[src/rtl/bitonic_pair_loader_if.sv]
// Stream bundle for the pair loader: element input stream and pair output
// stream towards the first posstage comparator.
interface bitonic_pair_loader_if #(
    parameter int W     = 16,
    parameter int CNT_W = 8
);
    // element stream (producer -> loader)
    logic             in_valid;
    logic             in_ready;
    logic [W-1:0]     in_data;
    logic             in_last;

    // pair stream (loader -> comparator)
    logic             out_valid;
    logic             out_ready;
    logic [2*W-1:0]   out_pair;
    logic             out_direction;
    logic             out_last;
    logic             out_pad;
    logic [CNT_W-1:0] out_idx;

    // environment side: produces elements, consumes pairs
    modport master (
        output in_valid, in_data, in_last, out_ready,
        input  in_ready, out_valid, out_pair, out_direction, out_last, out_pad, out_idx
    );

    // loader side
    modport slave (
        input  in_valid, in_data, in_last, out_ready,
        output in_ready, out_valid, out_pair, out_direction, out_last, out_pad, out_idx
    );
endinterface

[src/rtl/bitonic_pair_loader.sv]
// Serial-to-pair front end: packs two consecutive W-bit elements into one
// 2*W word {second, first}, tags it with a compare direction and a per-frame
// pair index, and pads an odd trailing element so the comparator always sees
// a full pair. All pair-side outputs are registered; the only combinational
// path is out_ready -> in_ready.
module bitonic_pair_loader #(
    parameter int           W        = 16,
    parameter logic [W-1:0] PAD      = {W{1'b1}},
    parameter logic         DIR_INIT = 1'b0,
    parameter logic         ALT_DIR  = 1'b1,
    parameter int           CNT_W    = 8
) (
    input  logic                    clk,
    input  logic                    rst,
    bitonic_pair_loader_if.slave    bus
);

    typedef enum logic [1:0] {
        S_LO  = 2'd0,   // waiting for the first element of a pair
        S_HI  = 2'd1,   // first element held, waiting for the second
        S_OUT = 2'd2    // pair registered and offered downstream
    } state_e;

    // Direction the next pair gets once the current one has been consumed.
    function automatic logic advance_dir(input logic cur);
        logic nxt;
        if (ALT_DIR) begin
            nxt = ~cur;
        end else begin
            nxt = cur;
        end
        return nxt;
    endfunction

    state_e             state_q,    state_d;
    logic [W-1:0]       lo_q,       lo_d;       // held first element, invisible until pair forms
    logic [2*W-1:0]     pair_q,     pair_d;
    logic               out_dir_q,  out_dir_d;  // direction captured with the pair
    logic               out_last_q, out_last_d;
    logic               out_pad_q,  out_pad_d;
    logic [CNT_W-1:0]   out_idx_q,  out_idx_d;  // index captured with the pair
    logic               dir_q,      dir_d;      // direction for the next pair to form
    logic [CNT_W-1:0]   idx_q,      idx_d;      // index for the next pair to form

    logic               in_ready_s;
    logic               in_fire_s;
    logic               out_fire_s;
    logic               form_full_s;
    logic               form_pad_s;

    // Handshakes, direction/index bookkeeping and next-state/pair formation.
    always_comb begin
        state_d     = state_q;
        lo_d        = lo_q;
        pair_d      = pair_q;
        out_dir_d   = out_dir_q;
        out_last_d  = out_last_q;
        out_pad_d   = out_pad_q;
        out_idx_d   = out_idx_q;
        dir_d       = dir_q;
        idx_d       = idx_q;
        form_full_s = 1'b0;
        form_pad_s  = 1'b0;

        in_ready_s  = (state_q != S_OUT) || bus.out_ready;
        in_fire_s   = bus.in_valid && in_ready_s;
        out_fire_s  = (state_q == S_OUT) && bus.out_ready;

        // Consuming a pair advances direction/index; a frame-closing pair
        // rearms both for the next frame. Updated values are used if a new
        // pair forms in the same cycle.
        if (out_fire_s) begin
            if (out_last_q) begin
                dir_d = DIR_INIT;
                idx_d = {CNT_W{1'b0}};
            end else begin
                dir_d = advance_dir(dir_q);
                idx_d = idx_q + CNT_W'(1'b1);
            end
        end else begin
            dir_d = dir_q;
            idx_d = idx_q;
        end

        case (state_q)
            S_LO: begin
                if (in_fire_s) begin
                    if (bus.in_last) begin
                        form_pad_s = 1'b1;
                    end else begin
                        lo_d    = bus.in_data;
                        state_d = S_HI;
                    end
                end else begin
                    state_d = S_LO;
                end
            end
            S_HI: begin
                if (in_fire_s) begin
                    form_full_s = 1'b1;
                end else begin
                    state_d = S_HI;
                end
            end
            S_OUT: begin
                if (out_fire_s) begin
                    if (in_fire_s) begin
                        if (bus.in_last) begin
                            form_pad_s = 1'b1;
                        end else begin
                            lo_d    = bus.in_data;
                            state_d = S_HI;
                        end
                    end else begin
                        state_d = S_LO;
                    end
                end else begin
                    state_d = S_OUT;
                end
            end
            default: begin
                state_d = S_LO;
            end
        endcase

        // Pair contents change only when a pair is formed.
        if (form_full_s) begin
            pair_d     = {bus.in_data, lo_q};
            out_pad_d  = 1'b0;
            out_last_d = bus.in_last;
        end else if (form_pad_s) begin
            pair_d     = {PAD, bus.in_data};
            out_pad_d  = 1'b1;
            out_last_d = 1'b1;
        end else begin
            pair_d     = pair_q;
            out_pad_d  = out_pad_q;
            out_last_d = out_last_q;
        end

        if (form_full_s || form_pad_s) begin
            out_dir_d = dir_d;
            out_idx_d = idx_d;
            state_d   = S_OUT;
        end else begin
            out_dir_d = out_dir_q;
            out_idx_d = out_idx_q;
        end
    end

    // State and pair registers; reset drops any half-collected pair.
    always_ff @(posedge clk or posedge rst) begin
        if (rst) begin
            state_q    <= S_LO;
            lo_q       <= {W{1'b0}};
            pair_q     <= {(2*W){1'b0}};
            out_dir_q  <= DIR_INIT;
            out_last_q <= 1'b0;
            out_pad_q  <= 1'b0;
            out_idx_q  <= {CNT_W{1'b0}};
            dir_q      <= DIR_INIT;
            idx_q      <= {CNT_W{1'b0}};
        end else begin
            state_q    <= state_d;
            lo_q       <= lo_d;
            pair_q     <= pair_d;
            out_dir_q  <= out_dir_d;
            out_last_q <= out_last_d;
            out_pad_q  <= out_pad_d;
            out_idx_q  <= out_idx_d;
            dir_q      <= dir_d;
            idx_q      <= idx_d;
        end
    end

    // Output drive from registered state.
    always_comb begin
        bus.in_ready      = in_ready_s;
        bus.out_valid     = (state_q == S_OUT);
        bus.out_pair      = pair_q;
        bus.out_direction = out_dir_q;
        bus.out_last      = out_last_q;
        bus.out_pad       = out_pad_q;
        bus.out_idx       = out_idx_q;
    end

endmodule

[src/flat_wrapper.sv]
// flat-port wrapper written by rule: the top's interface ports become plain ports
module bitonic_pair_loader_flat 
#(
    parameter int           W        = 16,
    parameter logic [W-1:0] PAD      = {W{1'b1}},
    parameter logic         DIR_INIT = 1'b0,
    parameter logic         ALT_DIR  = 1'b1,
    parameter int           CNT_W    = 8
)
  (clk, rst, bus_in_valid, bus_in_data, bus_in_last, bus_out_ready, bus_in_ready, bus_out_valid, bus_out_pair, bus_out_direction, bus_out_last, bus_out_pad, bus_out_idx);
  bitonic_pair_loader_if #(.W(W), .CNT_W(CNT_W)) bus_i ();
  input  logic clk;
  input  logic rst;
  input wire logic [$bits(bus_i.in_valid)-1:0] bus_in_valid;
  input wire logic [$bits(bus_i.in_data)-1:0] bus_in_data;
  input wire logic [$bits(bus_i.in_last)-1:0] bus_in_last;
  input wire logic [$bits(bus_i.out_ready)-1:0] bus_out_ready;
  output wire logic [$bits(bus_i.in_ready)-1:0] bus_in_ready;
  output wire logic [$bits(bus_i.out_valid)-1:0] bus_out_valid;
  output wire logic [$bits(bus_i.out_pair)-1:0] bus_out_pair;
  output wire logic [$bits(bus_i.out_direction)-1:0] bus_out_direction;
  output wire logic [$bits(bus_i.out_last)-1:0] bus_out_last;
  output wire logic [$bits(bus_i.out_pad)-1:0] bus_out_pad;
  output wire logic [$bits(bus_i.out_idx)-1:0] bus_out_idx;
  assign bus_i.in_valid = bus_in_valid;
  assign bus_i.in_data = bus_in_data;
  assign bus_i.in_last = bus_in_last;
  assign bus_i.out_ready = bus_out_ready;
  assign bus_in_ready = bus_i.in_ready;
  assign bus_out_valid = bus_i.out_valid;
  assign bus_out_pair = bus_i.out_pair;
  assign bus_out_direction = bus_i.out_direction;
  assign bus_out_last = bus_i.out_last;
  assign bus_out_pad = bus_i.out_pad;
  assign bus_out_idx = bus_i.out_idx;
  bitonic_pair_loader #(.W(W), .PAD(PAD), .DIR_INIT(DIR_INIT), .ALT_DIR(ALT_DIR), .CNT_W(CNT_W)) u_core (.clk(clk), .rst(rst), .bus(bus_i));
endmodule
[config.mk]
export PLATFORM = sky130hd
export DESIGN_NAME = bitonic_pair_loader_flat
export DESIGN_NICKNAME = d
export VERILOG_FILES = /design/src/rtl/bitonic_pair_loader_if.sv /design/src/rtl/bitonic_pair_loader.sv /design/src/flat_wrapper.sv
export SDC_FILE = /design/constraint.sdc
export NUM_CORES = 1
export LEC_CHECK = 0
export BUFFER_PORTS_ARGS = -buffer_cell sky130_fd_sc_hd__buf_4
export CAP_MARGIN = 15
export CORE_ASPECT_RATIO = 1.5
export CORE_UTILIZATION = 54
export DETAILED_ROUTE_END_ITERATION = 10
export GPL_ROUTABILITY_DRIVEN = 0
export MAX_ROUTING_LAYER = met4
export PLACE_DENSITY = 0.79
export SLEW_MARGIN = 10
export SYNTH_ARGS = -nofsm -noshare
export SYNTH_HDL_FRONTEND = slang
export SYNTH_SLANG_ARGS = --single-unit
[constraint.sdc]
create_clock -name clk -period 2.6 [get_ports clk]
set_input_delay 0.13 -clock clk [delete_from_list [all_inputs] [get_ports clk]]
set_output_delay 0.13 -clock clk [all_outputs]
set_load 0.1 [all_outputs]
==> load_flow_metrics.sql, run 1 <==
INSERT INTO impl_metrics (metric_group, metric, value, unit) VALUES
('run_status', 'run_status', 'complete, no violations', ''),
('critical_path', 'critical_path.n_buffers_inverters', '1', ''),
('clock_network', 'worst_skew_pair.late_latency', '0.35', 'ns'),
('cells_and_area', 'diodes', '0', ''),
('timing', 'rsz_0062_raised_after_global_routing', 'false', ''),
('yosys', 'synth_area_per_cell', '12.26', 'um^2'),
('global_routing', 'grt_pass1_vias', '2121', ''),
('cells_and_area', 'multi_input_comb_area', '1164', 'um^2'),
('route', 'final_antenna_net_count', '0', ''),
('timing', 'hold_viol_final', '0', ''),
('floorplan', 'die_width', '63.38', 'um'),
('critical_path', 'worst_setup_path_startpoint', 'u_core.state_q[0]', ''),
('flow_run', 'drv_cap', '0', ''),
('critical_path', 'critical_path.top_delay_family', 'compound AO/OA/AOI/OAI gates', ''),
('critical_path', 'timing.critical_path.cells', 'nand2b_1 > a21oi_4 > buf_4 > nor2_1 > a21oi_1', ''),
('route', 'detail_route.first_pass.iterations', '4', ''),
('critical_path', 'worst-path-max-fanout', '32', ''),
('global_routing', 'grt-ovfl-total', '0', ''),
('yosys', 'syn-cell-area', '3052', 'um^2'),
('yosys', 'synth-seq-area-share', '0.5740', ''),
('clock_network', 'cts-buffers-inserted', '9', ''),
('critical_path', 'worst_r2r_endpoint', 'u_core.bus.out_pair[2]', ''),
('route', 'wl_per_cell', '15.49', 'um'),
('clock_network', 'clock_sinks', '70', ''),
('critical_path', 'worst-r2r-cell-count', '5', ''),
('route', 'totalWireLength', '6089', 'um'),
('timing', 'fin_skew', '0.008375', 'ns'),
('critical_path', 'end_kind', 'flip-flop', ''),
('yosys', 'mappedNetlistNets', '271', ''),
('yosys', 'yosys-top-cells-count', 'sky130_fd_sc_hd__dfrtp_1, sky130_fd_sc_hd__nor2_1, sky130_fd_sc_hd__a21oi_1', ''),
('timing', 'fin_crit', '1.877', 'ns'),
('timing', 'tns', '0', 'ns'),
('timing', 'maximum_achievable_frequency', '0.5328', 'GHz'),
('critical_path', 'regToRegSetupSlack', '0.72', 'ns'),
('cells_and_area', 'fillerInstances', '418', ''),
('floorplan', 'chipHeight', '94.07', 'um'),
('min_path', 'hold_path.class', 'in -> reg', ''),
('yosys', 'synth.yosys.warnings', '0', ''),
('yosys', 'postSynth.asyncResetShare', '1.000', ''),
('clock_network', 'root_buffer', 'sky130_fd_sc_hd__clkbuf_8', ''),
('timing', 'post_route_fraction_of_the_period_consumed_by_the_critical_path', '0.7219', ''),
('clock_network', 'clock_tree.buffer_depth', '2', ''),
('route', 'remaining_drc_errors', '0', ''),
('yosys', 'synth_cells', '249', ''),
('critical_path', 'cp.arrival', '2.14', 'ns'),
('route', 'avgViaCountPerCell', '5.519', ''),
('place', 'placedCellCount', '375', ''),
('global_routing', 'antenna_found_initial', '0', ''),
('timing', 'report.final.slew_viol_count', '0', ''),
('route', 'drt_first_iter_violations', '130', ''),
('power_and_ir_drop', 'ir_worst_vdd', '801.7', 'uV'),
('cells_and_area', 'ff_latch_area', '1752', 'um^2'),
('yosys', 'synth_cell_type_count', '38', ''),
('floorplan', 'std_cell_rows', '33', ''),
('yosys', 'synth_enable_flop_cells', '0', ''),
('critical_path', 'critPathSlowestCell', 'sky130_fd_sc_hd__dfrtp_1', ''),
('critical_path', 'cp_num_cells', '5', ''),
('clock_network', 'postCtsSetupRepairBufs', '0', ''),
('cells_and_area', 'finish.cell_count_without_fillers', '393', ''),
('cells_and_area', 'layout-drive-gt1-share', '0.3498', ''),
('clock_network', 'cts_tree', 'done', ''),
('place', 'placement.io_buffers', '65', ''),
('critical_path', 'timing.critical_path.slowest_cell_delay', '0.48', 'ns'),
('power_and_ir_drop', 'static-leakage-power', '1.789', 'nW'),
('clock_network', 'clkTransAtPathRegs', '0.07', 'ns'),
('power_and_ir_drop', 'power.density', '1171', 'nW/um^2'),
('yosys', 'synth-seq-cells', '70', ''),
('yosys', 'ys_top_cells_by_area', 'sky130_fd_sc_hd__dfrtp_1, sky130_fd_sc_hd__mux2i_1, sky130_fd_sc_hd__mux2_2', ''),
('timing', 'worst-slew-pin-transition', '0.4495', 'ns'),
('floorplan', 'initial_util', '0.5599', ''),
('global_routing', 'wire_length_of_the_first_global_routing_pass', '10010', 'um');
[flip-flops by register name, summed over array words and instances, names as in the netlist]
name,flops
u_core.bus.out_direction,1
u_core.bus.out_idx,8
u_core.bus.out_last,1
u_core.bus.out_pad,1
u_core.bus.out_pair,32
u_core.dir_q,1
u_core.idx_q,8
u_core.lo_q,16
u_core.state_q,2
[layer usage]
| layer | vias to the layer above | GRT usage | share of wire |
|---|---|---|---|
| met1 | 1081 | 0.2793 | 0.43 |
| met2 | 55 | 0.3626 | 0.51 |
| met5 | - | - | 0 |
| met3 | 15 | 0.05583 | 0.039 |
| met4 | 0 | 0.1155 | 0.022 |
| li1 | 1018 | - | - |
[layout by cell type (no fill, tap or decap), types with 3 or more instances in the layout]
cell,Yosys,routed
sky130_fd_sc_hd__nor2_1,22,22
sky130_fd_sc_hd__dfrtp_1,70,70
sky130_fd_sc_hd__mux2_2,15,15
sky130_fd_sc_hd__o22a_1,17,17
sky130_fd_sc_hd__o22ai_1,4,4
sky130_fd_sc_hd__clkbuf_8,0,11
sky130_fd_sc_hd__o21ai_0,10,10
sky130_fd_sc_hd__nand2b_1,5,5
sky130_fd_sc_hd__mux2_4,4,4
sky130_fd_sc_hd__mux2i_1,18,18
sky130_fd_sc_hd__xnor2_1,5,5
sky130_fd_sc_hd__bufinv_16,0,3
sky130_fd_sc_hd__buf_4,2,69
sky130_fd_sc_hd__a21oi_1,20,20
sky130_fd_sc_hd__nand2_1,11,11
sky130_fd_sc_hd__inv_1,5,4
[power by group]
part	leakage (nW)	switching (W)	internal, W	total [W]
registers	0.812	0.000174	0.00133	0.00151
logic	0.855	0.00145	0.000446	0.00189
clock network	0.122	0.000406	0.000689	0.00110
[kinds of logic (layout without fill, tap and decap cells)]
group / after synthesis / in the layout / share of synthesized area
compound gates: 60 / 60 / 0.1271
fa+ha+maj: 1 / 1 / 0.004099
mux: 38 / 38 / 0.1378
simple gates: 55 / 55 / 0.09553
buf+inv: 20 / 94 / 0.04715
flops: 70 / 70 / 0.5740
xor+xnor: 5 / 5 / 0.01435
[timing repair]
action	4_1_cts	5_1_grt
hold buffers	1	1
hold endpoints to repair	15	1
resized for setup	0	0
setup endpoints to repair	0	0
[stage by stage]
stage               area (um^2)  total power [W]  hold slack (ns)  worst slack, ns    util
floorplan                  3052         0.003023           0.2261           0.3962       -
global placement           3563         0.003392           0.1319           0.8684  0.6538
detailed placement         3563         0.003421           0.1284           0.7177  0.6538
CTS                        3830         0.004514         0.003047           0.7045  0.7027
global route               3840         0.004658         0.002403           0.5872  0.7045
finish                     3840         0.004495          0.01458           0.7231  0.7045
[layout make-up]
class,instances,share of cell area
Clock inverter,5,0.02737
Timing Repair Buffer,72,0.1453
Sequential cell,70,0.4562
Multi-Input combinational cell,159,0.3030
Tap cell,70,0.02281
Clock buffer,11,0.03943
Inverter,6,0.005865
[how the worst min path moves through the flow]
stage                               start                 endpoint  cells past startpoint
after floorplan              bus_in_valid    u_core.bus.out_idx[3]                      1
after global placement                rst   u_core.bus.out_pair[6]                      2
after detailed placement              rst   u_core.bus.out_pair[6]                      2
after CTS                  bus_in_data[6]  u_core.bus.out_pair[22]                      2
after global routing      bus_in_data[12]  u_core.bus.out_pair[28]                      2
final                      bus_in_data[6]  u_core.bus.out_pair[22]                      2
Note: power is estimated with default switching activity, not from simulation.
==> run 2, diff against run 1 <==
- CORE_UTILIZATION: 54 -> 49
- PLACE_DENSITY: 0.79 -> 0.76
- clock period: 2.6 -> 1.5 ns (I/O delays scaled with it)
==> load_flow_metrics.sql, run 2 (synthesis results as in run 1) <==
INSERT INTO impl_metrics (metric_group, metric, value, unit) VALUES
('timing', 'rsz_0062_raised_after_global_routing', 'true', ''),
('timing', 'worst-slew-pin-transition', '0.4329', 'ns'),
('cells_and_area', 'diodes', '0', ''),
('place', 'place_hpwl', '4252', 'um'),
('cells_and_area', 'synthToLayoutAreaGrowth', '36.94', '%'),
('timing', 'maximum_achievable_frequency', '0.6479', 'GHz'),
('clock_network', 'cts-buffers-inserted', '9', ''),
('route', 'remaining_drc_errors', '0', ''),
('floorplan', 'std_cell_rows', '34', ''),
('cells_and_area', 'ff_latch_area', '1755', 'um^2'),
('cells_and_area', 'layout-drive-gt1-share', '0.3746', ''),
('critical_path', 'endpoint', 'u_core.bus.out_idx[1]', ''),
('timing', 'max_transition_margin', '0.7108', ''),
('timing', 'post-route-worst-setup-slack', '-0.04338', 'ns'),
('timing', 'fin_skew', '0.007612', 'ns'),
('route', 'totalWireLength', '6648', 'um'),
('cells_and_area', 'final_common_cell', 'sky130_fd_sc_hd__buf_4', ''),
('floorplan', 'chipHeight', '98.66', 'um'),
('run_status', 'run_status', 'complete, but fails checks', ''),
('route', 'detailroute.via_count', '2277', ''),
('clock_network', 'clock_tree.buffer_depth', '2', ''),
('clock_network', 'worst_skew_pair.late_latency', '0.35', 'ns'),
('floorplan', 'die_width', '66.44', 'um'),
('route', 'detail_route.first_pass.iterations', '5', ''),
('clock_network', 'clkTransAtPathRegs', '0.08', 'ns'),
('route', 'wl_per_cell', '15.57', 'um'),
('timing', 'fin_crit', '1.543', 'ns'),
('timing', 'report.final.slew_viol_count', '0', ''),
('cells_and_area', 'finalInstanceArea', '4179', 'um^2'),
('place', 'placement.io_buffers', '65', ''),
('cells_and_area', 'fin_nets', '372', ''),
('route', 'avgViaCountPerCell', '5.333', ''),
('power_and_ir_drop', 'static-leakage-power', '1.953', 'nW'),
('critical_path', 'cp-start-kind', 'flip-flop', ''),
('critical_path', 'regToRegSetupSlack', '-0.04', 'ns'),
('floorplan', 'coreArea', '5913', 'um^2'),
('cells_and_area', 'fillerInstances', '451', ''),
('power_and_ir_drop', 'finalPower', '0.007667', 'W'),
('clock_network', 'root_buffer', 'sky130_fd_sc_hd__clkbuf_8', ''),
('global_routing', 'grt-ovfl-total', '0', ''),
('cells_and_area', 'largest_reg_flops', '32', ''),
('global_routing', 'wire_length_of_the_first_global_routing_pass', '10030', 'um'),
('clock_network', 'clock_sinks', '70', ''),
('floorplan', 'io-pin-count', '66', ''),
('critical_path', 'worst_setup_path_startpoint', 'u_core.state_q[0]', ''),
('cells_and_area', 'layout_common_cells', 'sky130_fd_sc_hd__buf_4, sky130_fd_sc_hd__dfrtp_1, sky130_fd_sc_hd__nor2_1', ''),
('power_and_ir_drop', 'power.density', '1835', 'nW/um^2'),
('timing', 'hold_viol_final', '0', ''),
('cells_and_area', 'multi_input_comb_area', '1175', 'um^2'),
('cells_and_area', 'post-route-util', '0.7067', ''),
('critical_path', 'worst_r2r_endpoint', 'u_core.bus.out_idx[1]', ''),
('timing', 'post_route_fraction_of_the_period_consumed_by_the_critical_path', '1.029', ''),
('critical_path', 'worst-r2r-cell-count', '4', ''),
('critical_path', 'cp.arrival', '1.77', 'ns'),
('route', 'final_antenna_net_count', '0', ''),
('critical_path', 'crit-reg2reg-launch', 'u_core.state_q[0]', ''),
('clock_network', 'cts_tree', 'done', ''),
('global_routing', 'grt_pass1_vias', '2159', ''),
('place', 'place_worst_setup_slack', '0.02312', 'ns'),
('route', 'drt_first_iter_violations', '107', ''),
('min_path', 'hold_path.class', 'in -> reg', ''),
('critical_path', 'worst-path-max-fanout', '6', ''),
('global_routing', 'antenna_found_initial', '0', ''),
('global_routing', 'grt_use_total', '0.2123', ''),
('clock_network', 'h-tree-depth', '3', ''),
('global_routing', 'maximum_number_of_pins_on_one_net_before_global_route_repair', '50', ''),
('critical_path', 'cp_data_required_time', '1.73', 'ns'),
('timing', 'timing.final.setup_violations', '5', ''),
('critical_path', 'end_kind', 'flip-flop', ''),
('flow_run', 'drv_cap', '0', ''),
('power_and_ir_drop', 'ir_worst_vdd', '1191', 'uV'),
('place', 'dpl_cell_area', '3670', 'um^2'),
('floorplan', 'dieArea', '6554', 'um^2'),
('floorplan', 'initial_util', '0.5161', ''),
('critical_path', 'timing.setup.critical_path_class', 'reg -> reg', ''),
('run_status', 'violations', 'negative setup slack', '');
[run 2: changes by cell type in the layout (fill, tap and decap cells not counted), sizes merged]
cell | previous run | this run
clkinv | 0 | 2
clkbuf | 11 | 13
dlygate4sd3 | 2 | 19
bufinv | 3 | 1
buf | 70 | 83
[run 2: worst min-delay path by stage]
stage / from / to / slack, ns / depth (start not counted)
3_5_place_dp: rst / u_core.bus.out_idx[0] / 0.11 / 2
2_1_floorplan: bus_in_valid / u_core.bus.out_idx[3] / 0.17 / 1
3_3_place_gp: rst / u_core.bus.out_idx[0] / 0.11 / 2
4_1_cts: bus_out_ready / u_core.idx_q[1] / 0.19 / 3
5_1_grt: bus_out_ready / u_core.idx_q[1] / 0.23 / 3
6_report: bus_out_ready / u_core.idx_q[1] / 0.20 / 3
[run 2: worst max-delay path, cell delays in order (launching register included)]
cell and delay (ns):
sky130_fd_sc_hd__dfrtp_1 0.42, sky130_fd_sc_hd__nand2b_1 0.21, sky130_fd_sc_hd__a21oi_4 0.32, sky130_fd_sc_hd__buf_4 0.17, sky130_fd_sc_hd__mux2_1 0.30
[run 2: report_power, final]
group          internal, W  switching [W]  leakage, nW
Clock             0.000858       0.000713        0.106
Combinational     0.000922        0.00259         1.03
Sequential         0.00231       0.000273        0.812
Total              0.00409        0.00357         1.95
[run 2: what timing repair did]
action	in CTS	in global routing
buffers inserted	1	3
hold buffers	19	0
gates resized for setup	4	5
pin swaps	0	3
gates cloned	0	2
setup endpoints to repair	2	39
endpoints found under the hold margin	52	0
[run 2: layer usage]
| layer | GRT usage | share of wire |
|---|---|---|
| met1 | 0.2519 | 0.42 |
| met2 | 0.3422 | 0.53 |
| met3 | 0.04861 | 0.048 |
| met4 | 0.08838 | 0.0054 |
| met5 | - | 0 |
[run 2: cell type report]
cell class / instances / share of cell area
multi-input combinational: 159 / 0.2811
timing repair buffer: 104 / 0.2213
clock buffer: 11 / 0.03623
sequential: 70 / 0.4201
tap: 72 / 0.02156
inverter: 6 / 0.006287
clock inverter: 5 / 0.01347
[run 2: per-stage QoR]
step	instances	hold slack, ns	setup TNS, ns
2_1_floorplan	249	0.1711	-0.05404
3_3_place_gp	386	0.1101	0
3_5_place_dp	386	0.1126	0
4_1_cts	422	0.1915	-0.0007360
5_1_grt	427	0.2291	-0.6500
6_report	427	0.2047	-0.1286
==> run 3, diff against run 2 <==
- REMOVE_ABC_BUFFERS: unset -> 1
==> load_flow_metrics.sql, run 3 (synthesis results as in run 1) <==
INSERT INTO impl_metrics (metric_group, metric, value, unit) VALUES
('run_status', 'run_status', 'complete, no violations', ''),
('timing', 'fin_skew', '0.005160', 'ns'),
('power_and_ir_drop', 'ir_worst_vdd', '1193', 'uV'),
('route', 'wl_per_cell', '15.36', 'um'),
('floorplan', 'io-pin-count', '66', ''),
('route', 'totalWireLength', '6467', 'um'),
('route', 'avgViaCountPerCell', '5.333', ''),
('route', 'drt_first_iter_violations', '129', ''),
('clock_network', 'clkTransAtPathRegs', '0.07', 'ns'),
('critical_path', 'end_kind', 'flip-flop', ''),
('min_path', 'hold_path.startpoint', 'bus_in_last', ''),
('clock_network', 'cts-buffers-inserted', '9', ''),
('global_routing', 'grt_use_total', '0.2324', ''),
('cells_and_area', 'final_common_cell', 'sky130_fd_sc_hd__buf_4', ''),
('floorplan', 'chipHeight', '98.66', 'um'),
('global_routing', 'maximum_number_of_pins_on_one_net_before_global_route_repair', '71', ''),
('floorplan', 'dieArea', '6554', 'um^2'),
('clock_network', 'clock_sinks', '70', ''),
('floorplan', 'die_width', '66.44', 'um'),
('floorplan', 'initial_util', '0.5161', ''),
('floorplan', 'coreArea', '5913', 'um^2'),
('timing', 'worst-slew-pin-transition', '0.3979', 'ns'),
('clock_network', 'clock_tree.buffer_depth', '2', ''),
('critical_path', 'cp.arrival', '1.69', 'ns'),
('clock_network', 'worst_skew_pair.late_latency', '0.33', 'ns'),
('timing', 'report.final.slew_viol_count', '0', ''),
('power_and_ir_drop', 'static-leakage-power', '1.927', 'nW'),
('cells_and_area', 'diodes', '0', ''),
('timing', 'max_transition_margin', '0.7348', ''),
('critical_path', 'worst_setup_path_startpoint', 'u_core.state_q[0]', ''),
('timing', 'post_route_fraction_of_the_period_consumed_by_the_critical_path', '0.9813', ''),
('power_and_ir_drop', 'power.density', '1784', 'nW/um^2'),
('route', 'final_antenna_net_count', '0', ''),
('timing', 'maximum_achievable_frequency', '0.6794', 'GHz'),
('place', 'placedCellCount', '387', ''),
('cells_and_area', 'layout_common_cells', 'sky130_fd_sc_hd__buf_4, sky130_fd_sc_hd__dfrtp_1, sky130_fd_sc_hd__nor2_1', ''),
('cells_and_area', 'largest_reg_flops', '32', ''),
('timing', 'rsz_0062_raised_after_global_routing', 'true', ''),
('timing', 'timing.final.setup_violations', '0', ''),
('route', 'detailroute.via_count', '2245', ''),
('global_routing', 'grt-ovfl-total', '0', ''),
('floorplan', 'std_cell_rows', '34', ''),
('global_routing', 'antenna_found_initial', '0', ''),
('clock_network', 'h-tree-depth', '3', ''),
('flow_run', 'drv_cap', '0', ''),
('critical_path', 'cp-start-kind', 'flip-flop', ''),
('place', 'place_hpwl', '4170', 'um'),
('clock_network', 'root_buffer', 'sky130_fd_sc_hd__clkbuf_8', ''),
('critical_path', 'worst-path-max-fanout', '20', ''),
('cells_and_area', 'layout-drive-gt1-share', '0.3754', ''),
('min_path', 'hold_path.class', 'in -> reg', ''),
('global_routing', 'grt_pass1_vias', '2363', ''),
('cells_and_area', 'finish.cell_count_without_fillers', '421', ''),
('cells_and_area', 'synthToLayoutAreaGrowth', '35.34', '%'),
('timing', 'hold_viol_final', '0', ''),
('clock_network', 'cts_tree', 'done', ''),
('critical_path', 'cp_data_required_time', '1.72', 'ns'),
('route', 'detail_route.first_pass.iterations', '4', ''),
('place', 'placement.io_buffers', '65', ''),
('critical_path', 'crit-reg2reg-launch', 'u_core.state_q[0]', ''),
('global_routing', 'wire_length_of_the_first_global_routing_pass', '11050', 'um'),
('route', 'remaining_drc_errors', '0', ''),
('cells_and_area', 'post-route-util', '0.6985', ''),
('critical_path', 'timing.setup.critical_path_class', 'reg -> reg', ''),
('cells_and_area', 'fin_nets', '369', ''),
('timing', 'fin_crit', '1.472', 'ns');
run 3: cell type report:
class,count,area [um^2]
Inverter,6,22.52
Multi-Input combinational cell,159,1196
Tap cell,72,90.09
Clock inverter,2,10.01
Clock buffer,11,151.4
Fill cell,443,1783
Timing Repair Buffer,101,907.1
Sequential cell,70,1753
run 3: worst paths after layout:
path / end / slack (ns) / depth (start not counted)
worst max-delay path: u_core.bus.out_pair[21] / 0.03 / 5
worst max register to register: u_core.bus.out_pair[21] / 0.03 / 5
worst min register to register: u_core.bus.out_idx[1] / 0.50 / 1
worst min-delay path: u_core.bus.out_last / 0.03 / 2
min in group asynchronous: u_core.dir_q / 0.39 / 4
max in group asynchronous: u_core.state_q[0] / 0.82 / 4
run 3: metrics by stage:
stage / power [W] / hold WS, ns / TNS, ns / cell area [um^2] / setup slack, ns
2_1_floorplan: 0.005180 / 0.1747 / -55.63 / 2930 / -0.9464
5_1_grt: 0.007661 / 0.01750 / -0.1104 / 4130 / -0.02769
3_5_place_dp: 0.006022 / 0.1937 / -0.1135 / 3691 / -0.05678
4_1_cts: 0.007393 / 0.001986 / 0 / 4093 / 0.002524
6_report: 0.007370 / 0.02635 / 0 / 4130 / 0.02812
3_3_place_gp: 0.005964 / 0.1904 / 0 / 3691 / 0.02334
run 3: worst max-delay path, stage by stage, from the launching register on:
cell and delay [ns]:
sky130_fd_sc_hd__dfrtp_2 0.46, sky130_fd_sc_hd__o21ai_1 0.28, sky130_fd_sc_hd__a21oi_4 0.07, sky130_fd_sc_hd__buf_4 0.17
sky130_fd_sc_hd__buf_12 0.16, sky130_fd_sc_hd__o22a_1 0.20
run 3: layer usage:
metal | share of wire | vias to the layer above | GRT usage
li1 | - | 1076 | -
met1 | 0.41 | 1111 | 0.2835
met2 | 0.54 | 51 | 0.3752
met3 | 0.034 | 7 | 0.05787
met4 | 0.0097 | 0 | 0.07365
met5 | 0 | - | -
run 3: timing repair:
item | CTS | global route
cloned | 1 | 0
hold buffers | 18 | 0
hold endpoints to repair | 103 | 0
pin swaps | 2 | 2
buffers inserted | 2 | 0
gates resized for setup | 3 | 8
setup endpoints to repair | 9 | 36
run 3: where the power goes:
part	internal [W]	leakage, nW	total, W	switching (W)
Clock	0.000657	0.0869	0.00129	0.000632
Sequential	0.00231	0.811	0.00257	0.000262
Combinational	0.000918	1.03	0.00351	0.00259
